<file path="config.mk">
export PLATFORM = sky130hd
export DESIGN_NAME = adma_dm_dst_axis_flat
export DESIGN_NICKNAME = d
export VERILOG_FILES = /design/src/rtl/adma_pkg.sv /design/src/rtl/adma_dm_dst_axis_if.sv /design/src/rtl/adma_dst_ord_fifo.sv /design/src/rtl/skid_buffer.sv /design/src/rtl/adma_dm_dst_axis.sv /design/src/flat_wrapper.sv
export SDC_FILE = /design/constraint.sdc
export NUM_CORES = 1
export LEC_CHECK = 0
export BUFFER_PORTS_ARGS = -buffer_cell sky130_fd_sc_hd__buf_4
export CAP_MARGIN = 40
export CORE_MARGIN = 3
export CORE_UTILIZATION = 40
export DETAILED_ROUTE_END_ITERATION = 16
export GPL_ROUTABILITY_DRIVEN = 0
export PLACE_DENSITY_LB_ADDON = 0.1
export SYNTH_ARGS = -nofsm -noshare
export SYNTH_HDL_FRONTEND = slang
export SYNTH_SLANG_ARGS = --single-unit
</file>
<file path="constraint.sdc">
create_clock -name aclk -period 2 [get_ports aclk]
set_input_delay 0.4 -clock aclk [delete_from_list [all_inputs] [get_ports aclk]]
set_output_delay 0.4 -clock aclk [all_outputs]
set_load 0.02 [all_outputs]
</file>
<file path="src/rtl/adma_pkg.sv">
// Shared types for the AXI DMA destination datamover: descriptor layout and stream constants.
// Widths here are the defaults that the datamover parameters are expected to keep.
package adma_pkg;

    localparam int ADMA_MST_ID_W      = 5;
    localparam int ADMA_LEN_W         = 8;
    localparam int ADMA_DST_DATA_W    = 256;
    localparam int ADMA_DST_BYTE_AMT  = ADMA_DST_DATA_W / 8;

    typedef struct packed {
        logic [ADMA_MST_ID_W-1:0] id;
        logic [ADMA_LEN_W-1:0]    len;
    } atx_desc_t;

    function automatic logic [ADMA_DST_BYTE_AMT-1:0] adma_keep_all();
        return '1;
    endfunction

endpackage

</file>
<file path="src/rtl/adma_dm_dst_axis_if.sv">
// AXI-Stream bundle carried out of the destination datamover.
// Master drives t* payload and tvalid; slave returns tready.
interface adma_dm_dst_axis_if #(
    parameter int ID_W     = 5,
    parameter int DATA_W   = 256,
    parameter int BYTE_AMT = DATA_W / 8
);
    logic [ID_W-1:0]     m_tid_o;
    logic                m_tdest_o;
    logic [DATA_W-1:0]   m_tdata_o;
    logic [BYTE_AMT-1:0] m_tkeep_o;
    logic [BYTE_AMT-1:0] m_tstrb_o;
    logic                m_tlast_o;
    logic                m_tvalid_o;
    logic                m_tready_i;

    modport master (
        output m_tid_o, m_tdest_o, m_tdata_o, m_tkeep_o, m_tstrb_o, m_tlast_o, m_tvalid_o,
        input  m_tready_i
    );

    modport slave (
        input  m_tid_o, m_tdest_o, m_tdata_o, m_tkeep_o, m_tstrb_o, m_tlast_o, m_tvalid_o,
        output m_tready_i
    );
endinterface

</file>
<file path="src/rtl/adma_dst_ord_fifo.sv">
// In-order descriptor queue: registered pointers with wrap bit, head read combinationally.
// Zero-latency head; full blocks pushes, empty blocks pops (caller guards both).
module adma_dst_ord_fifo #(
    parameter int W     = 13,
    parameter int DEPTH = 4
) (
    input  logic         clk_i,
    input  logic         rst_ni,
    input  logic         push_i,
    input  logic [W-1:0] dat_i,
    output logic         full_o,
    input  logic         pop_i,
    output logic [W-1:0] head_o,
    output logic         empty_o
);
    localparam int AW = $clog2(DEPTH);

    logic [AW:0]  wr_ptr_q, wr_ptr_d;
    logic [AW:0]  rd_ptr_q, rd_ptr_d;
    logic [W-1:0] mem_q [DEPTH];

    always_comb begin
        wr_ptr_d = wr_ptr_q;
        rd_ptr_d = rd_ptr_q;
        if (push_i) wr_ptr_d = wr_ptr_q + 1'b1;
        if (pop_i)  rd_ptr_d = rd_ptr_q + 1'b1;
    end

    always_ff @(posedge clk_i) begin
        if (!rst_ni) begin
            wr_ptr_q <= '0;
            rd_ptr_q <= '0;
        end else begin
            wr_ptr_q <= wr_ptr_d;
            rd_ptr_q <= rd_ptr_d;
        end
    end

    always_ff @(posedge clk_i) begin
        if (push_i) mem_q[wr_ptr_q[AW-1:0]] <= dat_i;
    end

    // Same index with differing wrap bits means the writer lapped the reader.
    assign full_o  = (wr_ptr_q[AW] != rd_ptr_q[AW]) && (wr_ptr_q[AW-1:0] == rd_ptr_q[AW-1:0]);
    assign empty_o = (wr_ptr_q == rd_ptr_q);
    assign head_o  = mem_q[rd_ptr_q[AW-1:0]];

endmodule

</file>
<file path="src/rtl/skid_buffer.sv">
// Fully registered 2-entry skid buffer: one cycle latency, full throughput.
// in_rdy_o comes from a flop; a stalled output parks one extra beat in the skid slot.
module skid_buffer #(
    parameter int W = 8
) (
    input  logic         clk_i,
    input  logic         rst_ni,
    input  logic         in_vld_i,
    output logic         in_rdy_o,
    input  logic [W-1:0] in_dat_i,
    output logic         out_vld_o,
    input  logic         out_rdy_i,
    output logic [W-1:0] out_dat_o
);
    logic         out_vld_q, skid_vld_q;
    logic [W-1:0] out_dat_q, skid_dat_q;

    assign in_rdy_o  = !skid_vld_q;
    assign out_vld_o = out_vld_q;
    assign out_dat_o = out_dat_q;

    always_ff @(posedge clk_i) begin
        if (!rst_ni) begin
            out_vld_q  <= 1'b0;
            out_dat_q  <= '0;
            skid_vld_q <= 1'b0;
            skid_dat_q <= '0;
        end else if (out_rdy_i || !out_vld_q) begin
            if (skid_vld_q) begin
                out_vld_q  <= 1'b1;
                out_dat_q  <= skid_dat_q;
                skid_vld_q <= 1'b0;
            end else begin
                out_vld_q <= in_vld_i;
                if (in_vld_i) out_dat_q <= in_dat_i;
            end
        end else if (in_vld_i && !skid_vld_q) begin
            skid_vld_q <= 1'b1;
            skid_dat_q <= in_dat_i;
        end
    end

endmodule

</file>
<file path="src/rtl/adma_dm_dst_axis.sv">
// Destination AXI-Stream datamover: tags write beats with queued descriptor IDs and TLAST.
// One cycle beat latency; stream backpressure reaches atx_wdata_rdy within two cycles.
module adma_dm_dst_axis
    import adma_pkg::*;
#(
    parameter int DMA_CHN_NUM      = 4,
    parameter int ATX_DST_DATA_W   = 256,
    parameter int ATX_DST_BYTE_AMT = ATX_DST_DATA_W / 8,
    parameter int MST_ID_W         = 5,
    parameter int ATX_LEN_W        = 8,
    parameter int ATX_NUM_OSTD     = DMA_CHN_NUM
) (
    input  logic                      aclk,
    input  logic                      aresetn,
    input  logic [MST_ID_W-1:0]       atx_awid,
    input  logic [ATX_LEN_W-1:0]      atx_awlen,
    input  logic                      atx_vld,
    output logic                      atx_rdy,
    input  logic [ATX_DST_DATA_W-1:0] atx_wdata,
    input  logic                      atx_wdata_vld,
    output logic                      atx_wdata_rdy,
    output logic                      atx_done_vld,
    output logic [MST_ID_W-1:0]       atx_done_id,
    adma_dm_dst_axis_if.master        m_axis
);
    localparam int PLD_W = MST_ID_W + 1 + ATX_DST_DATA_W;

    atx_desc_t              desc_in, head;
    logic                   q_full, q_empty, q_push, q_pop;
    logic                   beat_acc, beat_last, skid_in_rdy;
    logic [ATX_LEN_W-1:0]   cnt_q, cnt_d;
    logic [PLD_W-1:0]       skid_in, skid_out;

    assign desc_in = '{id: atx_awid, len: atx_awlen};
    assign atx_rdy = !q_full;
    assign q_push  = atx_vld && !q_full;

    assign atx_wdata_rdy = !q_empty && skid_in_rdy;
    assign beat_acc      = atx_wdata_vld && atx_wdata_rdy;
    // Compare before increment, so len of all ones runs the full counter range.
    assign beat_last     = (cnt_q == head.len);
    assign q_pop         = beat_acc && beat_last;

    always_comb begin
        cnt_d = cnt_q;
        if (beat_acc) cnt_d = beat_last ? '0 : cnt_q + 1'b1;
    end

    always_ff @(posedge aclk) begin
        if (!aresetn) cnt_q <= '0;
        else          cnt_q <= cnt_d;
    end

    adma_dst_ord_fifo #(
        .W     ($bits(atx_desc_t)),
        .DEPTH (ATX_NUM_OSTD)
    ) u_ord_fifo (
        .clk_i   (aclk),
        .rst_ni  (aresetn),
        .push_i  (q_push),
        .dat_i   (desc_in),
        .full_o  (q_full),
        .pop_i   (q_pop),
        .head_o  (head),
        .empty_o (q_empty)
    );

    assign skid_in = {head.id, beat_last, atx_wdata};

    skid_buffer #(
        .W (PLD_W)
    ) u_out_skid (
        .clk_i     (aclk),
        .rst_ni    (aresetn),
        .in_vld_i  (beat_acc),
        .in_rdy_o  (skid_in_rdy),
        .in_dat_i  (skid_in),
        .out_vld_o (m_axis.m_tvalid_o),
        .out_rdy_i (m_axis.m_tready_i),
        .out_dat_o (skid_out)
    );

    assign {m_axis.m_tid_o, m_axis.m_tlast_o, m_axis.m_tdata_o} = skid_out;
    assign m_axis.m_tdest_o = 1'b0;
    assign m_axis.m_tkeep_o = ATX_DST_BYTE_AMT'(adma_keep_all());
    assign m_axis.m_tstrb_o = ATX_DST_BYTE_AMT'(adma_keep_all());

    assign atx_done_vld = m_axis.m_tvalid_o && m_axis.m_tready_i && m_axis.m_tlast_o;
    assign atx_done_id  = m_axis.m_tid_o;

endmodule

</file>
<file path="src/flat_wrapper.sv">
// flat-port wrapper written by rule: the top's interface ports become plain ports
module adma_dm_dst_axis_flat import adma_pkg::*;
#(
    parameter int DMA_CHN_NUM      = 4,
    parameter int ATX_DST_DATA_W   = 256,
    parameter int ATX_DST_BYTE_AMT = ATX_DST_DATA_W / 8,
    parameter int MST_ID_W         = 5,
    parameter int ATX_LEN_W        = 8,
    parameter int ATX_NUM_OSTD     = DMA_CHN_NUM
)
  (aclk, aresetn, atx_awid, atx_awlen, atx_vld, atx_rdy, atx_wdata, atx_wdata_vld, atx_wdata_rdy, atx_done_vld, atx_done_id, m_axis_m_tid_o, m_axis_m_tdest_o, m_axis_m_tdata_o, m_axis_m_tkeep_o, m_axis_m_tstrb_o, m_axis_m_tlast_o, m_axis_m_tvalid_o, m_axis_m_tready_i);
  adma_dm_dst_axis_if #(.ID_W(5), .DATA_W(256), .BYTE_AMT(32)) m_axis_i ();
  input  logic aclk;
  input  logic aresetn;
  input  logic [MST_ID_W-1:0] atx_awid;
  input  logic [ATX_LEN_W-1:0] atx_awlen;
  input  logic atx_vld;
  output logic atx_rdy;
  input  logic [ATX_DST_DATA_W-1:0] atx_wdata;
  input  logic atx_wdata_vld;
  output logic atx_wdata_rdy;
  output logic atx_done_vld;
  output logic [MST_ID_W-1:0] atx_done_id;
  output wire logic [$bits(m_axis_i.m_tid_o)-1:0] m_axis_m_tid_o;
  output wire logic [$bits(m_axis_i.m_tdest_o)-1:0] m_axis_m_tdest_o;
  output wire logic [$bits(m_axis_i.m_tdata_o)-1:0] m_axis_m_tdata_o;
  output wire logic [$bits(m_axis_i.m_tkeep_o)-1:0] m_axis_m_tkeep_o;
  output wire logic [$bits(m_axis_i.m_tstrb_o)-1:0] m_axis_m_tstrb_o;
  output wire logic [$bits(m_axis_i.m_tlast_o)-1:0] m_axis_m_tlast_o;
  output wire logic [$bits(m_axis_i.m_tvalid_o)-1:0] m_axis_m_tvalid_o;
  input wire logic [$bits(m_axis_i.m_tready_i)-1:0] m_axis_m_tready_i;
  assign m_axis_m_tid_o = m_axis_i.m_tid_o;
  assign m_axis_m_tdest_o = m_axis_i.m_tdest_o;
  assign m_axis_m_tdata_o = m_axis_i.m_tdata_o;
  assign m_axis_m_tkeep_o = m_axis_i.m_tkeep_o;
  assign m_axis_m_tstrb_o = m_axis_i.m_tstrb_o;
  assign m_axis_m_tlast_o = m_axis_i.m_tlast_o;
  assign m_axis_m_tvalid_o = m_axis_i.m_tvalid_o;
  assign m_axis_i.m_tready_i = m_axis_m_tready_i;
  adma_dm_dst_axis #(.DMA_CHN_NUM(DMA_CHN_NUM), .ATX_DST_DATA_W(ATX_DST_DATA_W), .ATX_DST_BYTE_AMT(ATX_DST_BYTE_AMT), .MST_ID_W(MST_ID_W), .ATX_LEN_W(ATX_LEN_W), .ATX_NUM_OSTD(ATX_NUM_OSTD)) u_core (.aclk(aclk), .aresetn(aresetn), .atx_awid(atx_awid), .atx_awlen(atx_awlen), .atx_vld(atx_vld), .atx_rdy(atx_rdy), .atx_wdata(atx_wdata), .atx_wdata_vld(atx_wdata_vld), .atx_wdata_rdy(atx_wdata_rdy), .atx_done_vld(atx_done_vld), .atx_done_id(atx_done_id), .m_axis(m_axis_i));
endmodule
</file>
==> impl_metrics.toml <==
[synthesis]
yosysUniqueCellTypes = 41
synth-main-ff-cell = "dfxtp_1"
synth_edf_count = 52
yosysMostFrequentCell = "nand2_1"
synth_warnings = 0
yosys-top-cells-count = "543 x nand2_1, 542 x dfxtp_1, 273 x nor2_1"
synth_cells = 2553
yosysTopAreaCell = "dfxtp_1"
synth_top_area_share_pct = 45.87
ys_seq_area_share_pct = 52.47
syn_area_sq_mm = 0.02366
synth_area_leaders = "dfxtp_1 46%, mux2i_1 11%, nand2_1 8.6%"
synth-async-reset-ratio_pct = 0
avgSynthCellArea_sq_um = 9.266
ys_seq_elements = 594

[worst_setup_path]
crit_path_max_fanout = 6
crit_end = "u_core.u_out_skid.out_dat_o[173]$_SDFFE_PN0P_"
startpoint_type = "flip-flop"
rr_endpoint = "u_core.u_out_skid.out_dat_o[173]$_SDFFE_PN0P_"
path_cells = "xor2_2 -> buf_4 -> o311ai_4 -> buf_12 -> a21boi_4 -> buf_12 -> buf_16 -> buf_12 -> clkbuf_16 -> buf_12 -> nor2_4 -> a211oi_2"
worstReg2RegStart = "u_core.u_ord_fifo.rd_ptr_q[0]$_SDFFE_PN0P_"
cp_common_cell = "buf_12"
startpoint = "u_core.u_ord_fifo.rd_ptr_q[0]$_SDFFE_PN0P_"
worstPathArrival_ps = 2610
ff2ff_path_depth = 12
path_buf_inv = 7
slowest_delay_ps = 330
worst-r2r-setup-slack_ps = -150
worstSetupPathType = "reg -> reg"
cp_slowest_cell = "dfxtp_2"
path_delay_family = "buffers and inverters"
crit_cells = 12
cp.required_ps = 2460
end_kind = "flip-flop"

[worst_hold_path]
hp-start = "atx_wdata[204]"
hp-class = "in -> reg"

[status]
status = "finished, violations left"
violations = "negative setup slack"

[cts]
numCtsBuffers = 68
path_clk_slew_ps = 60
htreeDepth = 3
cts_buffer_depth = 3
cts_tree = "done"
clkSinkCount = 594
worstSkewPairLatency_ps = 590
cts-root-buf = "clkbuf_16"

[power]
max-vdd-ir-drop_mv = 0.6966
total_power_w = 0.03164
powerDensity_mw_per_mm2 = 877.4
power.leakage_nw = 13.30
clkPwrFrac_pct = 37.0
combPwrFrac_pct = 21.1
pwr-share-seq_pct = 41.9
netSwitchingFraction_pct = 28.27
power.switching_w = 0.008943
p_int_w = 0.02269

[run]
maxCapViolCount = 0

[die]
start_util_pct = 40.69
core-area_sq_mm = 0.05814
die_h_um = 249.2
io_pins = 610
die_width_um = 249.2
rows = 88
die-area_sq_mm = 0.06209

[sta]
finalCritPeriodShare_pct = 107.4
max_freq_mhz = 465.6
setup_viol = 249
relSlewSlack_pct = 44.87
fin_crit_ps = 2148
rsz0062_at_grt = "true"
hold_violations = 0
maxSlewViolCount = 0
setup_slack_ps = -148.0
fin_skew_ps = 19.15
worst_pin_slew_ps = 827.0

[route]
drt_iter0_drc = 1329
vias_per_cell = 5.247
wirelength_mm = 84.71
ant_nets = 0
post_drt_wl_per_cell_um = 21.08
drc = 0
vias = 21080
dr.pass1.iters = 7

[placed_design]
io_buffers = 544
place_ws_ps = -118.6
hpwl_mm = 48.94

[grt]
grt_util_all_layers_pct = 22.85
grt_pass1_wl_mm = 113.3
antenna_found_initial = 14
grt_max_degree = 94
overflow = 0
grt_pass1_vias = 19180

[layout]
seqCellArea_sq_mm = 0.01243
fillers = 4803
drive_above_1_share_pct = 40.00
syn_to_final_growth_pct = 52.42
multiInputGateArea_sq_mm = 0.01218
nets = 3476
per-layer routing:
metal	GRT usage (%)	part of all wire, %	up-vias
met1	28.67	42	10310
met3	4.260	4.8	162
met2	38.53	49	615
met5	0	0.020	-
met4	9.748	3.8	4
li1	-	-	9991
worst min-delay path, delay by kind of cell:
family / cells / cell delay, ps
AOI/OAI and AO/OA: 1 / 50
buffers and inverters: 1 / 110
and+or+nand+nor: 1 / 50
power by group through the flow:
stage	Combinational (W)	Clock (W)	Sequential (W)
after global routing	0.00704	0.0124	0.0133
after floorplan	0.00182	0	0.0140
final	0.00668	0.0117	0.0133
after detailed placement	0.00456	0	0.0134
after CTS	0.00532	0.0119	0.0131
after global placement	0.00450	0	0.0133
stage by stage:
step | cell area [sq um] | utilization (%) | hold WS [ps] | cells | TNS (ps)
floorplan | 23940 | - | 436.0 | 2616 | 0
global placement | 28870 | 49.66 | 440.9 | 3745 | -855.0
detailed placement | 28870 | 49.66 | 446.1 | 3745 | -4166
CTS | 32450 | 55.82 | 27.17 | 3909 | -4400
global route | 36050 | 62.01 | 49.98 | 4016 | -38570
finish | 36050 | 62.02 | 65.71 | 4018 | -7375
flip-flops by register name, indices dropped and copies added (netlist names), named ones only:
name                          flops
u_core.u_out_skid.skid_vld_q      1
u_core.cnt_q                      8
u_core.u_ord_fifo.rd_ptr_q        3
u_core.u_ord_fifo.mem_q          52
u_core.u_out_skid.skid_dat_q    262
u_core.u_ord_fifo.wr_ptr_q        3
u_core.u_out_skid.out_dat_o     262
u_core.u_out_skid.out_vld_o       1
how the worst min path moves through the flow:
stage	endpoint	slack (ps)	cells past startpoint
after global placement	u_core.u_out_skid.skid_dat_q[170]$_SDFFE_PN0P_	440	2
after floorplan	u_core.u_out_skid.skid_dat_q[0]$_SDFFE_PN0P_	440	2
final	u_core.u_out_skid.skid_dat_q[204]$_SDFFE_PN0P_	70	3
after global routing	u_core.u_out_skid.skid_dat_q[5]$_SDFFE_PN0P_	50	3
after CTS	u_core.u_out_skid.skid_dat_q[145]$_SDFFE_PN0P_	30	3
after detailed placement	u_core.u_out_skid.skid_dat_q[129]$_SDFFE_PN0P_	450	2
timing repair:
action	4_1_cts	5_1_grt
gates cloned	21	66
endpoints found under the hold margin	52	0
hold buffers	13	0
pin swaps	68	154
buffers inserted	16	34
resized for setup	158	443
setup endpoints to repair	212	517
kinds of logic (layout without fill, tap and decap cells):
logic type / count (synthesis) / in the layout / share of synthesized area (%)
xor gates and xnor gates: 22 / 22 / 0.8146
muxes: 272 / 272 / 12.20
other: 2 / 78 / 0.03175
buffers and inverters: 281 / 904 / 6.162
DFF: 594 / 594 / 52.47
adders and majority gates: 6 / 6 / 0.3174
and+or+nand+nor: 840 / 841 / 13.63
AOI/OAI and AO/OA: 536 / 536 / 14.38
placed cells by master, fill, tap and decap left out, types with 11 or more instances in the layout:
| cell type | Yosys | routed |
|---|---|---|
| nor2_4 | 0 | 104 |
| clkbuf_8 | 0 | 11 |
| dlygate4sd3_1 | 0 | 13 |
| a21oi_1 | 264 | 257 |
| nand2_1 | 543 | 535 |
| mux2i_1 | 259 | 259 |
| diode_2 | 0 | 13 |
| mux4_2 | 13 | 13 |
| nor2_2 | 1 | 74 |
| clkbuf_16 | 0 | 123 |
| buf_12 | 0 | 44 |
| edfxtp_1 | 52 | 52 |
| dfxtp_1 | 542 | 534 |
| buf_6 | 1 | 16 |
| conb_1 | 2 | 65 |
| a211oi_1 | 257 | 62 |
| buf_4 | 82 | 608 |
| nor2_1 | 273 | 96 |
| clkbuf_1 | 121 | 17 |
| buf_16 | 0 | 40 |
| a211oi_2 | 0 | 194 |
layout make-up:
class / count / area share (%)
multi-input cells: 1742 / 33.79
inverters: 5 / 0.07288
clock buffers: 97 / 5.386
flip-flops and latches: 594 / 34.47
clock inverters: 17 / 0.3089
repair buffers: 785 / 23.23
well taps: 765 / 2.655
diodes: 13 / 0.09023
(Power assumes the default switching activity.)
